File: config.mk
export PLATFORM = sky130hd
export DESIGN_NAME = uart_tx_mmio
export DESIGN_NICKNAME = d
export VERILOG_FILES = /design/src/rtl/uart_pkg.sv /design/src/rtl/uart_fifo.sv /design/src/rtl/uart_tx_mmio.sv
export SDC_FILE = /design/constraint.sdc
export NUM_CORES = 1
export LEC_CHECK = 0
export CORE_ASPECT_RATIO = 0.5
export CORE_MARGIN = 2
export CORE_UTILIZATION = 45
export DETAILED_ROUTE_END_ITERATION = 16
export GPL_ROUTABILITY_DRIVEN = 0
export PLACE_DENSITY = 0.76
export SLEW_MARGIN = 15
export SYNTH_ARGS = -nofsm -noshare
export SYNTH_HDL_FRONTEND = slang
export SYNTH_SLANG_ARGS = --single-unit
File: constraint.sdc
create_clock -name clk -period 7.1 [get_ports clk]
set_input_delay 0.71 -clock clk [delete_from_list [all_inputs] [get_ports clk]]
set_output_delay 0.71 -clock clk [all_outputs]
set_load 0.05 [all_outputs]
File: src/rtl/uart_pkg.sv
// uart_pkg: shared states, register offsets and STATUS layout for the MMIO UART transmitter
package uart_pkg;
    typedef enum logic [2:0] {
        IDLE,
        START,
        DATA,
`ifdef UART_TX_PARITY_EN
        PARITY,
`endif
        STOP
    } tx_state_t;
    localparam logic [15:0] TXDATA_OFS = 16'd0;
    localparam logic [15:0] STATUS_OFS = 16'd1;
    localparam int ST_EMPTY = 0;
    localparam int ST_FULL = 1;
    localparam int ST_BUSY = 2;
    localparam int ST_OVF = 3;
    localparam int ST_CNT = 4;
    function automatic logic [3:0] sat_cnt(input int unsigned c);
        return c > 15 ? 4'd15 : c[3:0];
    endfunction
endpackage

File: src/rtl/uart_fifo.sv
// uart_fifo: synchronous FIFO; a push while full is accepted only alongside a pop
module uart_fifo #(
    parameter int WIDTH = 8,
    parameter int DEPTH = 4
) (
    input  logic                     clk,
    input  logic                     reset,
    input  logic                     push,
    input  logic                     pop,
    input  logic [WIDTH-1:0]         din,
    output logic [WIDTH-1:0]         dout,
    output logic                     empty,
    output logic                     full,
    output logic [$clog2(DEPTH):0]   count
);
    localparam int AW = $clog2(DEPTH);
    localparam int CW = AW + 1;
    logic [WIDTH-1:0] mem_q [DEPTH];
    logic [AW-1:0] rptr_q, rptr_d, wptr_q, wptr_d;
    logic [CW-1:0] count_q, count_d;
    logic do_push, do_pop;
    assign empty = count_q == '0;
    assign full = count_q == CW'(DEPTH);
    assign count = count_q;
    assign dout = mem_q[rptr_q];
    always_comb begin
        do_pop = pop && !empty;
        do_push = push && (!full || do_pop);
        rptr_d = rptr_q + AW'(do_pop);
        wptr_d = wptr_q + AW'(do_push);
        count_d = count_q + CW'(do_push) - CW'(do_pop);
    end
    always_ff @(posedge clk)
        if (do_push) mem_q[wptr_q] <= din;
    always_ff @(posedge clk or posedge reset)
        if (reset) begin
            rptr_q <= '0;
            wptr_q <= '0;
            count_q <= '0;
        end else begin
            rptr_q <= rptr_d;
            wptr_q <= wptr_d;
            count_q <= count_d;
        end
endmodule

File: src/rtl/uart_tx_mmio.sv
// uart_tx_mmio: MMIO 8N1 transmitter (FIFO, STATUS, sticky overflow); UART_TX_PARITY_EN adds even parity
module uart_tx_mmio
    import uart_pkg::*;
#(
    parameter logic [15:0] BASE_ADDR = 16'hFF00,
    parameter int CLKS_PER_BIT = 4,
    parameter int FIFO_DEPTH = 4
) (
    input  logic        clk,
    input  logic        reset,
    input  logic [15:0] dwrite_addr,
    input  logic [15:0] dwrite_data,
    input  logic        dwrite_en,
    input  logic [15:0] dread_addr,
    output logic [15:0] io_rdata,
    output logic        io_hit,
    output logic        txd,
    output logic        tx_busy
);
    localparam int BW = CLKS_PER_BIT > 1 ? $clog2(CLKS_PER_BIT) : 1;
    localparam int CW = $clog2(FIFO_DEPTH) + 1;
    tx_state_t state_q, state_d;
    logic [BW-1:0] baud_q, baud_d;
    logic [2:0] bit_q, bit_d;
    logic [7:0] shift_q, shift_d, fifo_dout;
    logic txd_q, txd_d, ovf_q, ovf_d;
    logic push, pop, clr, empty, full, baud_end;
    logic [CW-1:0] count;
    logic [15:0] status;
    logic unused_hi;
    assign unused_hi = ^dwrite_data[15:8];
    assign push = dwrite_en && dwrite_addr == BASE_ADDR + TXDATA_OFS;
    assign clr = dwrite_en && dwrite_addr == BASE_ADDR + STATUS_OFS && dwrite_data[3];
    assign io_hit = dread_addr == BASE_ADDR + STATUS_OFS;
    assign io_rdata = io_hit ? status : 16'h0000;
    assign tx_busy = state_q != IDLE || !empty;
    assign txd = txd_q;
    uart_fifo #(.WIDTH(8), .DEPTH(FIFO_DEPTH)) u_fifo (
        .clk(clk), .reset(reset), .push(push), .pop(pop), .din(dwrite_data[7:0]),
        .dout(fifo_dout), .empty(empty), .full(full), .count(count)
    );
    always_comb begin
        state_d = state_q;
        baud_d = baud_q;
        bit_d = bit_q;
        shift_d = shift_q;
        pop = 1'b0;
        baud_end = baud_q == BW'(CLKS_PER_BIT - 1);
        if (state_q == IDLE) begin
            pop = !empty;
            state_d = empty ? IDLE : START;
            shift_d = empty ? shift_q : fifo_dout;
            baud_d = '0;
        end else if (!baud_end) begin
            baud_d = baud_q + 1'b1;
        end else begin
            baud_d = '0;
            case (state_q)
                START: begin
                    state_d = DATA;
                    bit_d = '0;
                end
                DATA: begin
                    // rotate so the byte is intact again for the parity bit
                    shift_d = {shift_q[0], shift_q[7:1]};
                    bit_d = bit_q + 1'b1;
`ifdef UART_TX_PARITY_EN
                    state_d = bit_q == 3'd7 ? PARITY : DATA;
                end
                PARITY: begin
                    state_d = STOP;
`else
                    state_d = bit_q == 3'd7 ? STOP : DATA;
`endif
                end
                default: begin
                    pop = !empty;
                    state_d = empty ? IDLE : START;
                    shift_d = empty ? shift_q : fifo_dout;
                end
            endcase
        end
`ifdef UART_TX_PARITY_EN
        txd_d = state_d == PARITY ? ^shift_d : state_d == DATA ? shift_d[0] : state_d != START;
`else
        txd_d = state_d == DATA ? shift_d[0] : state_d != START;
`endif
        ovf_d = push && full && !pop ? 1'b1 : clr ? 1'b0 : ovf_q;
        status = '0;
        status[ST_EMPTY] = empty;
        status[ST_FULL] = full;
        status[ST_BUSY] = tx_busy;
        status[ST_OVF] = ovf_q;
        status[ST_CNT +: 4] = sat_cnt(32'(count));
    end
    always_ff @(posedge clk or posedge reset)
        if (reset) begin
            state_q <= IDLE;
            baud_q <= '0;
            bit_q <= '0;
            shift_q <= '0;
            txd_q <= 1'b1;
            ovf_q <= 1'b0;
        end else begin
            state_q <= state_d;
            baud_q <= baud_d;
            bit_q <= bit_d;
            shift_q <= shift_d;
            txd_q <= txd_d;
            ovf_q <= ovf_d;
        end
endmodule

# Yosys cells after proc, flatten, opt, wreduce, memory -nomap -nowiden
# Memories as Yosys holds them, arrays and structs flattened.
# Index checks and enable logic that the tools add are counted.
totals:
  regBits: 25
  latchBits: 0
  ram_bits: 32
  mem_bits_ro: 0
  input_bits: 51
  word_cells: 71
  n_memories: 1
op_classes:
  add_sub_neg: 6
  mul: 0
  div: 0
  magnitude_cmp: 0
  eq_ne: 11
  n_shift: 0
  mux: 21
  bitwise: 1
  reduce_logical: 21
memory_table:
  columns: ["memory", "depth", "word_bits", "read_ports", "rd_clocked_by_memory_dff", "write_ports", "line", "rtl"]
  rows:
  - ["u_fifo.mem_q", 4, 8, 1, 0, 1, "uart_fifo.sv:18", "logic [WIDTH-1:0] mem_q [DEPTH];"]
op_table:
  columns: ["cell", "n"]
  rows:
  - ["16-bit equality test (second input constant)", 3]
  - ["8-bit 2-to-1 mux", 3]
  - ["8-bit one-hot mux with 2 select lines", 1]
  - ["1-bit 2-to-1 mux", 10]
  - ["1-bit logical AND", 7]
  - ["7-bit 2-to-1 mux", 1]
  - ["3-bit by 2-bit equality test with 1-bit output (second input constant)", 2]
  - ["3-bit equality test (second input constant)", 2]
  - ["3-bit logical NOT", 2]
  - ["3-bit 2-to-1 mux", 2]
  - ["3-bit one-hot mux with 2 select lines", 1]
  - ["2-bit nonzero test", 3]
  - ["2-bit by 1-bit adder with 2-bit output", 2]
  - ["2-bit 2-to-1 mux", 2]
  - ["2-bit one-hot mux with 2 select lines", 1]
  - ["3-bit by 1-bit adder with 3-bit output", 1]
  - ["3-bit by 1-bit adder with 3-bit output (second input constant)", 1]
  - ["3-bit by 1-bit equality test with 1-bit output (second input constant)", 1]
  - ["1-bit logical NOT", 3]
  - ["3-bit by 1-bit inequality test with 1-bit output (second input constant)", 1]
  - ["3-bit AND reduction", 1]
  - ["3-bit nonzero test", 1]
  - ["3-bit by 1-bit subtractor with 3-bit output", 1]
  - ["2-bit by 1-bit adder with 2-bit output (second input constant)", 1]
  - ["6 further kinds", 7]

# Depth between registers and ports, before layout
logic_depth:
  word_depth: 10
  depth_mapped: 10
  ltp_nobuf: 9

# Modules after synthesis
# A second synthesis with hierarchy kept.
hier_totals:
  hier_cells: 202
  area_unflattened_um2: 2761.4
modules_own_cells:
  columns: ["mod", "instances", "cells_per_inst", "area_each_um2", "seq_area_each_um2"]
  rows:
  - ["uart_fifo", 1, 74, 1554.0, 1136.1]
  - ["uart_tx_mmio", 1, 128, 1207.4, 451.7]

# Least setup slack after synthesis
# Ideal clock, no wire load.
synth_timing:
  kind: "input-to-output"
  from: "in dread_addr[1]"
  to: "out io_rdata[2]"
  arrival_ns: 2.859
  required_ns: 6.390
  path_slack_ns: 3.531
  cell_stages: 4
  n_path_buf: 0
  path_cell_list: "nor4b_1 nand2_1 nor3_1 and2_1"
synth_via:
  elab_chain_len: 2
synth_lines:
  columns: ["item", "line", "rtl"]
  rows:
  - ["start: declaration", "uart_tx_mmio.sv:14", "input logic [15:0] dread_addr,"]
  - ["16-bit equality test", "uart_tx_mmio.sv:34", "assign io_hit = dread_addr == BASE_ADDR + STATUS_OFS;"]
  - ["named net io_hit", "uart_tx_mmio.sv:16", "output logic io_hit,"]
  - ["7-bit 2-to-1 mux", "uart_tx_mmio.sv:35", "assign io_rdata = io_hit ? status : 16'h0000;"]
  - ["end: declaration", "uart_tx_mmio.sv:15", "output logic [15:0] io_rdata,"]
# The timed path passes the listed nets, and every way through them passes these cells.

# Worst setup path after layout
layout_timing:
  from: "in dread_addr[1]"
  to: "out io_rdata[6]"
layout_via:
  elab_chain_len: 2
layout_lines:
  columns: ["item", "line"]
  rows:
  - ["16-bit equality test", "uart_tx_mmio.sv:34"]
  - ["7-bit 2-to-1 mux", "uart_tx_mmio.sv:35"]
# No other way between the ends.

==> key figures <==
Clock network
  – # clock sinks: 57
  – CTS Buf Count: 9
  – Postcts setup bufs: 0
  – H-tree Lvls: 3
  – Worst-path clk slew: 0.05 ns
  – Root Buffer: clkbuf_16
  – CTS tree: done
  – Cts repair resizes: 0
  – Buffer depth of the longest clock path: 2
  – Clk_lat worst skew: about 0.32 ns
  – CTS hold repair buffers: 0

Route
  – DR WL/cell: between 15 and 20 um
  – Post-route ant nets: 0
  – 1st-pass router iterations: 4
  – DR iter-0 viols: 86
  – Total Routed Length: 5.50 mm
  – Total number of vias: 1814
  – DRC Markers: 0
  – DR vias/cell: approximately 5.4

Timing
  – Setup-failing EPs final: 0
  – Tcrit/Tclk final: 50.7%
  – Max_slew headroom: a little over a third
  – Hold_ws: 0.466 ns
  – Setup Skew: around 0.0075 ns
  – Final period demand of the worst path: about 3.6 ns
  – Final Slew Violations: 0
  – Final worst slack: about 3.5 ns
  – Peak Freq: around 280 MHz
  – Actual slew at the worst max-slew pin: 0.953 ns
  – Final TNS setup: 0 ns
  – RSZ-0062 raised after global routing: no
  – Final Hold Violating Endpoints: 0

Synth
  – Yosys warns: 0
  – Synth Cell Area: between 2000 and 3000 um2
  – Post-Syn Instances: 201
  – Synth Flop Type: edfxtp_1
  – Sequential-to-total area share from yosys stat: between 60% and 70%
  – FF+latch count, synth: 57
  – Syn avg cell area: between 10 and 15 um2
  – Netlist cell types: between 40 and 50
  – Number of flops mapped to enable cells by yosys: 32
  – Post-synthesis async set-or-reset flop share: roughly 44%

Placement
  – Pre-CTS WS: ~3.5 ns
  – Post-DP HPWL: between 3 and 4 mm
  – Post-DP Area: approximately 3200 um2
  – Port bufs: 52

Pwr
  – Gate power share: 4.7%
  – PwrDens: 237 nW/um2
  – Leakage: between 1 and 1.5 nW
  – Switch share: about a fifth
  – Cell internal pwr: 0.000675 W
  – Clock Power Share: ~53%
  – Peak supply drop: roughly 0.18 mV
  – Sequential Power Share: between 40% and 50%
  – Sw Pwr: roughly 0.00016 W

Critical path
  – Setup crit start kind: input port
  – R2R depth: 9
  – Crit path from: dread_addr[1]
  – Reg2Reg Setup Slack: approximately 4 ns
  – Kind of critical path: input port to primary output
  – Crit path largest cell delay: ~0.79 ns
  – Data required, critical path: roughly 6.4 ns
  – CP max stage cell: clkdlybuf4s50_1
  – CP arrival: about 2.9 ns
  – CP max FO: 5
  – Crit path capture type: primary output
  – CP cell instances: clkdlybuf4s50_1 -> nor4b_1 -> nand2_1 -> nor3_1 -> and2_1 -> clkdlybuf4s50_1
  – Reg2Reg Launch Point: state_q[1]
  – Cell mode on critical path: clkdlybuf4s50_1

Worst hold path
  – Hold depth: 1
  – HP Class: flop to flop
  – Hold Crit Start: baud_q[0]

Floorplan
  – Num rows: 19
  – Area of the die: 6540 um2
  – DIE WIDTH: 112 um
  – IO Pins: 70
  – Die Y: 58.2 um
  – Core footprint: approximately 5600 um2
  – Initial Util: 47.5%

Layout
  – Area growth from synthesis to layout: 33.2%
  – Antenna fix cells: 0
  – Post-route cell area: around 3500 um2
  – Fin nets: approximately 320
  – Layout cell share with drive strength beyond 1: approximately an eighth

GRT
  – Vias in the first global route: 1848
  – First-pass GRT wire length: 9.00 mm
  – Maximum number of pins on one net before global-route repair: 26
  – All-layer global routing usage: 18.3%
  – Initial antenna violation count: 0
  – GRT overflow: 0

Job
  – MaxCap Viol Count: 0

Status
  – Status: complete, no violations
[critical path: cells and delay by family]
family | cells | cell delay (ns)
buffers and inverters | 2 | 1.20
and+or+nand+nor | 4 | 0.98
[cell usage after synthesis, types with 2 or more instances]
cell type  instances  area share, %
edfxtp_1          32             36
dfrtp_1           24             23
nor2_1            18            2.6
nand2_1           10            1.4
buf_4              9            2.6
inv_1              9            1.3
mux4_2             8            6.8
clkbuf_1           7           0.99
o32ai_1            7            2.3
ha_1               6            2.8
nor2b_1            6            1.4
nor3_1             5           0.95
nor4_1             5            1.2
o21ai_0            5           0.95
and2_1             4           0.95
nand4_1            4           0.95
xor2_1             4            1.3
nor3b_1            3           0.85
a21oi_1            2           0.38
a31oi_1            2           0.47
buf_1              2           0.28
or3_1              2           0.47
[cell type report]
type | count | area, um2
clock buffers | 9 | 225
flip-flops and latches | 57 | 1590
well taps | 73 | 91.3
multi-input cells | 125 | 955
clock inverters | 7 | 85.1
inverters | 9 | 33.8
repair buffers | 55 | 543
fillers | 414 | 2040
[power by group through the flow]
stage               clock [W]  sequential, W  combinational, W
global route         0.000464       0.000351         0.0000423
floorplan                   0       0.000357         0.0000179
detailed placement          0       0.000357         0.0000398
CTS                  0.000447       0.000351         0.0000398
finish               0.000442       0.000352         0.0000395
global placement            0       0.000357         0.0000387
[placed cells by master, fill, tap and decap left out, types with 2 or more instances in the layout]
master           instances
a21oi_1                  2
a31oi_1                  2
and2_1                   4
buf_4                    3
bufinv_16                2
clkbuf_16                9
clkdlybuf4s50_1         52
clkinv_1                 3
conb_1                   9
dfrtp_1                 24
edfxtp_1                32
ha_1                     6
inv_1                    9
mux4_2                   8
nand2_1                 10
nand4_1                  4
nor2_1                  18
nor2b_1                  6
nor3_1                   4
nor3b_1                  3
nor4_1                   5
o21ai_0                  5
o32ai_1                  7
or3_1                    2
xor2_1                   4
[routing by layer]
layer | global-route usage [%] | vias up | routed length (um)
met5 | 0 | - | 0
met4 | 6.62 | 0 | 70
met3 | 5.23 | 9 | 235
met2 | 31.5 | 51 | 2810
met1 | 22.7 | 902 | 2390
li1 | - | 852 | -
[stage by stage]
step,std cells,utilization (%),total power [W]
floorplan,209,-,0.000375
global placement,319,57.6,0.000396
detailed placement,319,57.6,0.000397
CTS,335,63.2,0.000838
global route,335,63.3,0.000858
finish,335,63.3,0.000833
[path summary, 6_finish.rpt]
kind,endpoint
hold / removal,baud_q[0]
setup reg to reg,u_fifo.count[2]
max in group asynchronous,state_q[0]
min in group asynchronous,state_q[2]
hold reg to reg,baud_q[0]
setup / recovery,io_rdata[6]
[flip-flops by register name (all words and copies together), names as in the netlist]
register,count
state_q,3
ovf_q,1
txd,1
baud_q,2
u_fifo.mem_q,32
u_fifo.rptr_q,2
bit_q,3
u_fifo.count,3
u_fifo.wptr_q,2
shift_q,8
[cell families after synthesis]
logic type | synth area share, %
buffers and inverters | 5.11
XOR/XNOR | 1.66
other | 0.142
AND/OR/NAND/NOR | 14.2
adder cells (fa/ha/maj) | 3.60
flip-flops | 60.1
AO/OA/AOI/OAI | 8.00
multiplexers | 7.20
No activity file was read; power rests on OpenSTA's default activity.
